===== src/rtl/waiting_ack_tracker_if.sv =====
// Flit types shared with the inter-device path, and the tracker's snoop/resend bundle.
// Tracker side uses the slave modport; the TX/RX environment uses master.
package types;
  typedef logic [3:0] node_id_t;
  typedef logic [7:0] flit_id_t;

  typedef struct packed {
    logic     is_ack;
    node_id_t src_id;
    node_id_t dst_id;
    flit_id_t flit_id;
  } header_t;

  typedef struct packed {
    header_t     header;
    logic [15:0] payload;
  } flit_t;
endpackage

interface waiting_ack_tracker_if #(
  parameter int unsigned NUM_ENTRIES = 8
);
  types::flit_t                       tx_flit;
  logic                               tx_valid;
  logic                               tx_ready;
  types::flit_t                       ack_flit;
  logic                               ack_valid;
  types::flit_t                       resend_flit;
  logic                               resend_valid;
  logic                               resend_ready;
  logic                               tracker_full;
  logic [$clog2(NUM_ENTRIES+1)-1:0]   outstanding;
  logic                               untracked_pulse;
  logic                               give_up_valid;
  types::node_id_t                    give_up_node_id;
  types::flit_id_t                    give_up_flit_id;

  modport slave (
    input  tx_flit, tx_valid, tx_ready, ack_flit, ack_valid, resend_ready,
    output resend_flit, resend_valid, tracker_full, outstanding, untracked_pulse,
           give_up_valid, give_up_node_id, give_up_flit_id
  );

  modport master (
    output tx_flit, tx_valid, tx_ready, ack_flit, ack_valid, resend_ready,
    input  resend_flit, resend_valid, tracker_full, outstanding, untracked_pulse,
           give_up_valid, give_up_node_id, give_up_flit_id
  );
endinterface


===== src/rtl/waiting_ack_tracker.sv =====
// Multi-entry ack tracker: timeout resends through a round-robin held output register.
// Optional macro WAITING_ACK_BACKOFF_EN doubles the per-entry timeout on every resend.
module waiting_ack_tracker #(
  parameter int unsigned NUM_ENTRIES    = 8,
  parameter int unsigned MAX_RESEND_NUM = 3,
  parameter int unsigned BASE_TIMEOUT   = 100,
  parameter int unsigned TIMER_WIDTH    = 16
) (
  input  logic                  nocclk,
  input  logic                  rst,
  waiting_ack_tracker_if.slave  trk
);
  localparam int unsigned IDX_W = $clog2(NUM_ENTRIES);
  localparam int unsigned CNT_W = $clog2(NUM_ENTRIES + 1);
  localparam int unsigned RN_W  = $clog2(MAX_RESEND_NUM + 2);
  localparam logic [TIMER_WIDTH-1:0] BASE_T = TIMER_WIDTH'(BASE_TIMEOUT);
  localparam logic [TIMER_WIDTH-1:0] ONE_T  = TIMER_WIDTH'(1);
  localparam logic [RN_W-1:0]        MAX_RN = RN_W'(MAX_RESEND_NUM);

  typedef enum logic [1:0] {E_FREE, E_WAITING, E_PENDING} entry_state_e;

  entry_state_e             state_q [NUM_ENTRIES];
  entry_state_e             state_d [NUM_ENTRIES];
  types::flit_t             flit_q  [NUM_ENTRIES];
  types::flit_t             flit_d  [NUM_ENTRIES];
  logic [RN_W-1:0]          rnum_q  [NUM_ENTRIES];
  logic [RN_W-1:0]          rnum_d  [NUM_ENTRIES];
  logic [TIMER_WIDTH-1:0]   timer_q [NUM_ENTRIES];
  logic [TIMER_WIDTH-1:0]   timer_d [NUM_ENTRIES];
  logic [TIMER_WIDTH-1:0]   tmo_q   [NUM_ENTRIES];
`ifdef WAITING_ACK_BACKOFF_EN
  logic [TIMER_WIDTH-1:0]   tmo_d   [NUM_ENTRIES];
`endif

  logic                     stage_valid_q, stage_valid_d;
  logic                     stage_live_q, stage_live_d;
  logic [IDX_W-1:0]         stage_idx_q, stage_idx_d;
  logic [IDX_W-1:0]         last_grant_q, last_grant_d;
  types::flit_t             stage_flit_q, stage_flit_d;
  logic                     gu_valid_q, gu_valid_d;
  types::node_id_t          gu_node_q, gu_node_d;
  types::flit_id_t          gu_id_q, gu_id_d;
  logic                     untracked_q, untracked_d;
  logic [CNT_W-1:0]         outstanding_q, outstanding_d;

  logic                     tx_hs, dup, full, free_found, stage_hs, can_load, sel_found;
  logic [IDX_W-1:0]         free_idx, sel_idx, cand;
  logic [NUM_ENTRIES-1:0]   ack_hit;
  logic                     unused_ack_bits;

  assign unused_ack_bits = ^{trk.ack_flit.payload, trk.ack_flit.header.dst_id};

  always_comb begin
    state_d       = state_q;
    flit_d        = flit_q;
    rnum_d        = rnum_q;
    timer_d       = timer_q;
`ifdef WAITING_ACK_BACKOFF_EN
    tmo_d         = tmo_q;
`endif
    stage_valid_d = stage_valid_q;
    stage_live_d  = stage_live_q;
    stage_idx_d   = stage_idx_q;
    last_grant_d  = last_grant_q;
    stage_flit_d  = stage_flit_q;
    gu_valid_d    = 1'b0;
    gu_node_d     = gu_node_q;
    gu_id_d       = gu_id_q;
    untracked_d   = 1'b0;
    outstanding_d = '0;
    tx_hs         = trk.tx_valid && trk.tx_ready && !trk.tx_flit.header.is_ack;
    dup           = 1'b0;
    full          = 1'b1;
    free_found    = 1'b0;
    free_idx      = '0;
    ack_hit       = '0;
    sel_found     = 1'b0;
    sel_idx       = '0;
    cand          = '0;

    for (int unsigned i = 0; i < NUM_ENTRIES; i++) begin
      if (state_q[i] == E_FREE) begin
        full = 1'b0;
        if (!free_found) begin
          free_found = 1'b1;
          free_idx   = IDX_W'(i);
        end
      end else begin
        if (flit_q[i].header.dst_id == trk.tx_flit.header.dst_id &&
            flit_q[i].header.flit_id == trk.tx_flit.header.flit_id)
          dup = 1'b1;
        if (trk.ack_valid && trk.ack_flit.header.is_ack &&
            flit_q[i].header.dst_id == trk.ack_flit.header.src_id &&
            flit_q[i].header.flit_id == trk.ack_flit.header.flit_id)
          ack_hit[i] = 1'b1;
      end
    end

    // Only one give-up per cycle: later candidates keep counting and retry next cycle (>= compare).
    for (int unsigned i = 0; i < NUM_ENTRIES; i++) begin
      if (state_q[i] == E_WAITING && !ack_hit[i]) begin
        if (timer_q[i] >= tmo_q[i] - ONE_T) begin
          if (rnum_q[i] < MAX_RN) begin
            state_d[i] = E_PENDING;
          end else if (!gu_valid_d) begin
            state_d[i] = E_FREE;
            gu_valid_d = 1'b1;
            gu_node_d  = flit_q[i].header.dst_id;
            gu_id_d    = flit_q[i].header.flit_id;
          end else begin
            timer_d[i] = timer_q[i] + ONE_T;
          end
        end else begin
          timer_d[i] = timer_q[i] + ONE_T;
        end
      end
    end

    stage_hs = stage_valid_q && trk.resend_ready;
    if (stage_hs && stage_live_q && !ack_hit[stage_idx_q]) begin
      state_d[stage_idx_q] = E_WAITING;
      rnum_d[stage_idx_q]  = rnum_q[stage_idx_q] + RN_W'(1);
      timer_d[stage_idx_q] = '0;
`ifdef WAITING_ACK_BACKOFF_EN
      tmo_d[stage_idx_q]   = tmo_q[stage_idx_q][TIMER_WIDTH-1] ? '1
                             : {tmo_q[stage_idx_q][TIMER_WIDTH-2:0], 1'b0};
`endif
    end
    if (stage_valid_q && ack_hit[stage_idx_q])
      stage_live_d = 1'b0;

    can_load = !stage_valid_q || stage_hs;
    for (int unsigned k = 1; k <= NUM_ENTRIES; k++) begin
      cand = last_grant_q + IDX_W'(k);
      if (!sel_found && state_q[cand] == E_PENDING && !ack_hit[cand] &&
          !(stage_valid_q && stage_live_q && cand == stage_idx_q)) begin
        sel_found = 1'b1;
        sel_idx   = cand;
      end
    end
    if (can_load) begin
      stage_valid_d = sel_found;
      if (sel_found) begin
        stage_idx_d  = sel_idx;
        stage_flit_d = flit_q[sel_idx];
        stage_live_d = 1'b1;
        last_grant_d = sel_idx;
      end
    end

    if (tx_hs && !dup) begin
      if (free_found) begin
        state_d[free_idx] = E_WAITING;
        flit_d[free_idx]  = trk.tx_flit;
        rnum_d[free_idx]  = '0;
        timer_d[free_idx] = '0;
`ifdef WAITING_ACK_BACKOFF_EN
        tmo_d[free_idx]   = BASE_T;
`endif
      end else begin
        untracked_d = 1'b1;
      end
    end

    for (int unsigned i = 0; i < NUM_ENTRIES; i++) begin
      if (ack_hit[i])
        state_d[i] = E_FREE;
      if (state_d[i] != E_FREE)
        outstanding_d = outstanding_d + CNT_W'(1);
    end
  end

  always_ff @(posedge nocclk or posedge rst) begin
    if (rst) begin
      for (int unsigned i = 0; i < NUM_ENTRIES; i++) begin
        state_q[i] <= E_FREE;
        flit_q[i]  <= '0;
        rnum_q[i]  <= '0;
        timer_q[i] <= '0;
      end
      stage_valid_q <= 1'b0;
      stage_live_q  <= 1'b0;
      stage_idx_q   <= '0;
      last_grant_q  <= IDX_W'(NUM_ENTRIES - 1);
      stage_flit_q  <= '0;
      gu_valid_q    <= 1'b0;
      gu_node_q     <= '0;
      gu_id_q       <= '0;
      untracked_q   <= 1'b0;
      outstanding_q <= '0;
    end else begin
      state_q       <= state_d;
      flit_q        <= flit_d;
      rnum_q        <= rnum_d;
      timer_q       <= timer_d;
      stage_valid_q <= stage_valid_d;
      stage_live_q  <= stage_live_d;
      stage_idx_q   <= stage_idx_d;
      last_grant_q  <= last_grant_d;
      stage_flit_q  <= stage_flit_d;
      gu_valid_q    <= gu_valid_d;
      gu_node_q     <= gu_node_d;
      gu_id_q       <= gu_id_d;
      untracked_q   <= untracked_d;
      outstanding_q <= outstanding_d;
    end
  end

`ifdef WAITING_ACK_BACKOFF_EN
  always_ff @(posedge nocclk or posedge rst) begin
    if (rst) begin
      for (int unsigned i = 0; i < NUM_ENTRIES; i++)
        tmo_q[i] <= BASE_T;
    end else begin
      tmo_q <= tmo_d;
    end
  end
`else
  always_comb begin
    for (int unsigned i = 0; i < NUM_ENTRIES; i++)
      tmo_q[i] = BASE_T;
  end
`endif

  assign trk.resend_flit     = stage_flit_q;
  assign trk.resend_valid    = stage_valid_q;
  assign trk.tracker_full    = full;
  assign trk.outstanding     = outstanding_q;
  assign trk.untracked_pulse = untracked_q;
  assign trk.give_up_valid   = gu_valid_q;
  assign trk.give_up_node_id = gu_node_q;
  assign trk.give_up_flit_id = gu_id_q;
endmodule

===== src/flat_wrapper.sv =====
// flat-port wrapper written by rule: the top's interface ports become plain ports
module waiting_ack_tracker_flat 
#(
  parameter int unsigned NUM_ENTRIES    = 8,
  parameter int unsigned MAX_RESEND_NUM = 3,
  parameter int unsigned BASE_TIMEOUT   = 100,
  parameter int unsigned TIMER_WIDTH    = 16
)
  (nocclk, rst, trk_tx_flit, trk_tx_valid, trk_tx_ready, trk_ack_flit, trk_ack_valid, trk_resend_ready, trk_resend_flit, trk_resend_valid, trk_tracker_full, trk_outstanding, trk_untracked_pulse, trk_give_up_valid, trk_give_up_node_id, trk_give_up_flit_id);
  waiting_ack_tracker_if #(.NUM_ENTRIES(NUM_ENTRIES)) trk_i ();
  input  logic nocclk;
  input  logic rst;
  input wire logic [$bits(trk_i.tx_flit)-1:0] trk_tx_flit;
  input wire logic [$bits(trk_i.tx_valid)-1:0] trk_tx_valid;
  input wire logic [$bits(trk_i.tx_ready)-1:0] trk_tx_ready;
  input wire logic [$bits(trk_i.ack_flit)-1:0] trk_ack_flit;
  input wire logic [$bits(trk_i.ack_valid)-1:0] trk_ack_valid;
  input wire logic [$bits(trk_i.resend_ready)-1:0] trk_resend_ready;
  output wire logic [$bits(trk_i.resend_flit)-1:0] trk_resend_flit;
  output wire logic [$bits(trk_i.resend_valid)-1:0] trk_resend_valid;
  output wire logic [$bits(trk_i.tracker_full)-1:0] trk_tracker_full;
  output wire logic [$bits(trk_i.outstanding)-1:0] trk_outstanding;
  output wire logic [$bits(trk_i.untracked_pulse)-1:0] trk_untracked_pulse;
  output wire logic [$bits(trk_i.give_up_valid)-1:0] trk_give_up_valid;
  output wire logic [$bits(trk_i.give_up_node_id)-1:0] trk_give_up_node_id;
  output wire logic [$bits(trk_i.give_up_flit_id)-1:0] trk_give_up_flit_id;
  assign trk_i.tx_flit = trk_tx_flit;
  assign trk_i.tx_valid = trk_tx_valid;
  assign trk_i.tx_ready = trk_tx_ready;
  assign trk_i.ack_flit = trk_ack_flit;
  assign trk_i.ack_valid = trk_ack_valid;
  assign trk_i.resend_ready = trk_resend_ready;
  assign trk_resend_flit = trk_i.resend_flit;
  assign trk_resend_valid = trk_i.resend_valid;
  assign trk_tracker_full = trk_i.tracker_full;
  assign trk_outstanding = trk_i.outstanding;
  assign trk_untracked_pulse = trk_i.untracked_pulse;
  assign trk_give_up_valid = trk_i.give_up_valid;
  assign trk_give_up_node_id = trk_i.give_up_node_id;
  assign trk_give_up_flit_id = trk_i.give_up_flit_id;
  waiting_ack_tracker #(.NUM_ENTRIES(NUM_ENTRIES), .MAX_RESEND_NUM(MAX_RESEND_NUM), .BASE_TIMEOUT(BASE_TIMEOUT), .TIMER_WIDTH(TIMER_WIDTH)) u_core (.nocclk(nocclk), .rst(rst), .trk(trk_i));
endmodule

===== config.mk =====
export PLATFORM = sky130hd
export DESIGN_NAME = waiting_ack_tracker_flat
export DESIGN_NICKNAME = d
export VERILOG_FILES = /design/src/rtl/waiting_ack_tracker_if.sv /design/src/rtl/waiting_ack_tracker.sv /design/src/flat_wrapper.sv
export SDC_FILE = /design/constraint.sdc
export NUM_CORES = 2
export LEC_CHECK = 0
export ABC_AREA = 1
export CORE_MARGIN = 5
export CORE_UTILIZATION = 40
export DETAILED_ROUTE_END_ITERATION = 7
export PLACE_DENSITY = 0.63
export SLEW_MARGIN = 10
export SYNTH_ARGS = -nofsm -noshare
export SYNTH_HDL_FRONTEND = slang
export SYNTH_SLANG_ARGS = --single-unit

===== constraint.sdc =====
create_clock -name nocclk -period 27.5 [get_ports nocclk]
set_input_delay 5.5 -clock nocclk [delete_from_list [all_inputs] [get_ports nocclk]]
set_output_delay 5.5 -clock nocclk [all_outputs]
set_load 0.02 [all_outputs]

==> reports/qor.yml <==
outcome:
  status: "complete, no violations"
setup_path:
  endpoint_kind: "register"
  critPathRequiredTime_ns: 27.96
  cp.depth: 42
  reg2reg_depth: 41
  critPathBufInv: 8
  critPathMaxStageDelay_ns: 0.90
  crit_type: "input port to register"
  cp_slowest_cell: "nand2_1"
  path_max_fanout: 69
  cp_common_cell: "nand2_1"
  start_kind: "input port"
  crit_arrival_ns: 14.15
  cp_top_family: "simple AND/OR/NAND/NOR gates"
floorplanning:
  dieArea_um2: 81600
  die_w_um: 286
  die_h_um: 286
  core_um2: 75600
  ios: 125
  row_count: 101
  start_util: 0.402
flow_run:
  drv_cap: 0
place:
  io_buffers: 104
  hpwl_mm: 73.6
  globalplace.congestion: 1.04
synth:
  synthesis.area_um2: 30400
  ys_top_cells_by_area: "dfrtp_1, nand2_1, nand3_1"
  synth_top_area_cell: "dfrtp_1"
  synth_edf_count: 0
  synth_nets: 4424
  ys_types: 65
  synth_most_common_cell: "nand2_1"
  async_reset_ff_frac: 1.00
  synth_top_area_frac: 0.402
  seq_area_frac_synth: 0.405
  netlist_instances: 4334
  ys_seq_elements: 491
  synth-warning-count: 0
  synthFlopType: "dfrtp_1"
  yosys-top-cells-count: "nand2_1, dfrtp_1, inv_1, nand3_1, o21ai_0"
  postSynthAreaPerCell_um2: 7.01
finish:
  multi_input_area_um2: 15400
  regArea_um2: 12300
  nets: 4416
  drive_gt1_frac: 0.0604
  fill_cells: 7822
  syn_to_final_growth_pct: 11.8
routing:
  detail-route-antenna-nets: 0
  drc_errors: 0
  dr.pass1.iters: 6
  via_per_inst: 5.49
  drt_iter0_drc: 3145
  vias: 29395
  drt-total-wl_mm: 108
  routedWlPerCell_um: 20.1
sta:
  finalCritPeriodShare: 0.498
  hold_viol_final: 0
  report.final.slew_viol_count: 0
  setup_viol: 0
  finalCriticalPeriod_ns: 13.69
  finalSetupTns_ns: 0
  clock_skew_ns: 0.0830
  slew_headroom: 0.151
  max_freq_mhz: 73.1
  rsz0062_at_grt: "no"
  worst_slew_pin_slew_ns: 1.27
clock_network:
  cts_root_buffer: "clkbuf_16"
  cts_resized: 0
  insertion_delay_ns: 0.68
  cts_setup_buffers: 0
  postCtsHoldBufs: 0
  clockBufferDepth: 3
  cts_made_buffers: 56
  cts.htree.levels: 2
  cts_sinks: 491
  cts_tree: "done"
  clkSlewWorstSetupHoldPaths_ns: 0.06
grt:
  grt.overflow.total: 0
  grt_pass1_wl_mm: 164
  grt_max_degree: 151
  antenna_found_initial: 7
  grt_usage: 0.256
  grt_pass1_vias: 27182
min_path:
  min_path_cells: 1
  hold_path_class: "register to register"
-- area by class of cell --
cell class / count / share of cell area
tap: 978 / 0.0360
inverter: 475 / 0.0530
timing repair buffer: 129 / 0.0366
clock buffer: 80 / 0.0483
sequential: 491 / 0.362
clock inverter: 24 / 0.0106
antenna: 4 / 0.000295
multi-input combinational: 3173 / 0.453
-- through the flow --
stage | util | instance area (µm²) | hold slack (ns) | setup slack, ns | cells
global route | 0.449 | 33900 | 0.493 | 13.33 | 5350
finish | 0.449 | 34000 | 0.468 | 13.81 | 5354
CTS | 0.449 | 33900 | 0.476 | 13.97 | 5350
global placement | 0.423 | 31900 | 0.457 | 13.36 | 5246
floorplan | - | 30400 | 0.439 | 8.30 | 4334
detailed placement | 0.423 | 31900 | 0.461 | 13.34 | 5246
-- cells by family (layout without fill, tap and decap cells) --
group,Yosys count,after routing,synth area share
xor+xnor,110,110,0.0325
compound gates,614,614,0.114
flops,491,491,0.405
simple gates,2431,2431,0.350
other cells,0,4,0
buf+inv,670,708,0.0916
fa+ha+maj,18,18,0.00741
-- cell usage in the layout (no fill, tap or decap), drive strengths merged, types with 5 or more instances in the layout --
| cell | n |
|---|---|
| a21oi | 103 |
| a221oi | 8 |
| a31oi | 19 |
| and2 | 5 |
| buf | 25 |
| bufinv | 6 |
| clkbuf | 80 |
| clkdlybuf4s50 | 104 |
| clkinv | 20 |
| dfrtp | 488 |
| ha | 18 |
| inv | 472 |
| nand2 | 1361 |
| nand3 | 402 |
| nand3b | 68 |
| nand4 | 86 |
| nor2 | 376 |
| nor3 | 77 |
| nor3b | 24 |
| nor4 | 14 |
| o2111ai | 12 |
| o211ai | 48 |
| o21a | 7 |
| o21ai | 384 |
| o21bai | 7 |
| o22ai | 11 |
| or2 | 12 |
| xnor2 | 51 |
| xor2 | 59 |
-- final timing paths --
check / from / to / slack [ns]
max reg2reg: u_core.state_q[11] / u_core.trk.outstanding[1] / 18.95
max: trk_tx_flit[21] / u_core.trk.outstanding[1] / 13.81
min in group asynchronous: rst / u_core.flit_q[54] / 5.44
max in group asynchronous: rst / u_core.timer_q[52] / 19.88
min reg2reg: u_core.timer_q[63] / u_core.timer_q[63] / 0.47
min: u_core.timer_q[63] / u_core.timer_q[63] / 0.47
-- state kept, by name (all words and copies together) (netlist names), 4 cells and up --
name,cells
u_core.state_q,16
u_core.trk.give_up_flit_id,8
u_core.trk.outstanding,4
u_core.timer_q,128
u_core.flit_q,264
u_core.trk.give_up_node_id,4
u_core.trk.resend_flit,33
u_core.rnum_q,24
-- metal layers --
layer / vias up / track usage / routed length (µm)
met1: 13890 / 0.357 / 47400
met5: - / 0.00595 / 107
met4: 8 / 0.0929 / 4450
met2: 1196 / 0.393 / 46700
met3: 267 / 0.0533 / 9150
li1: 14034 / - / -
Power is left out: the tool's default activity adds up to more than one toggle a clock period on the data nets, which glitch-free logic cannot reach.
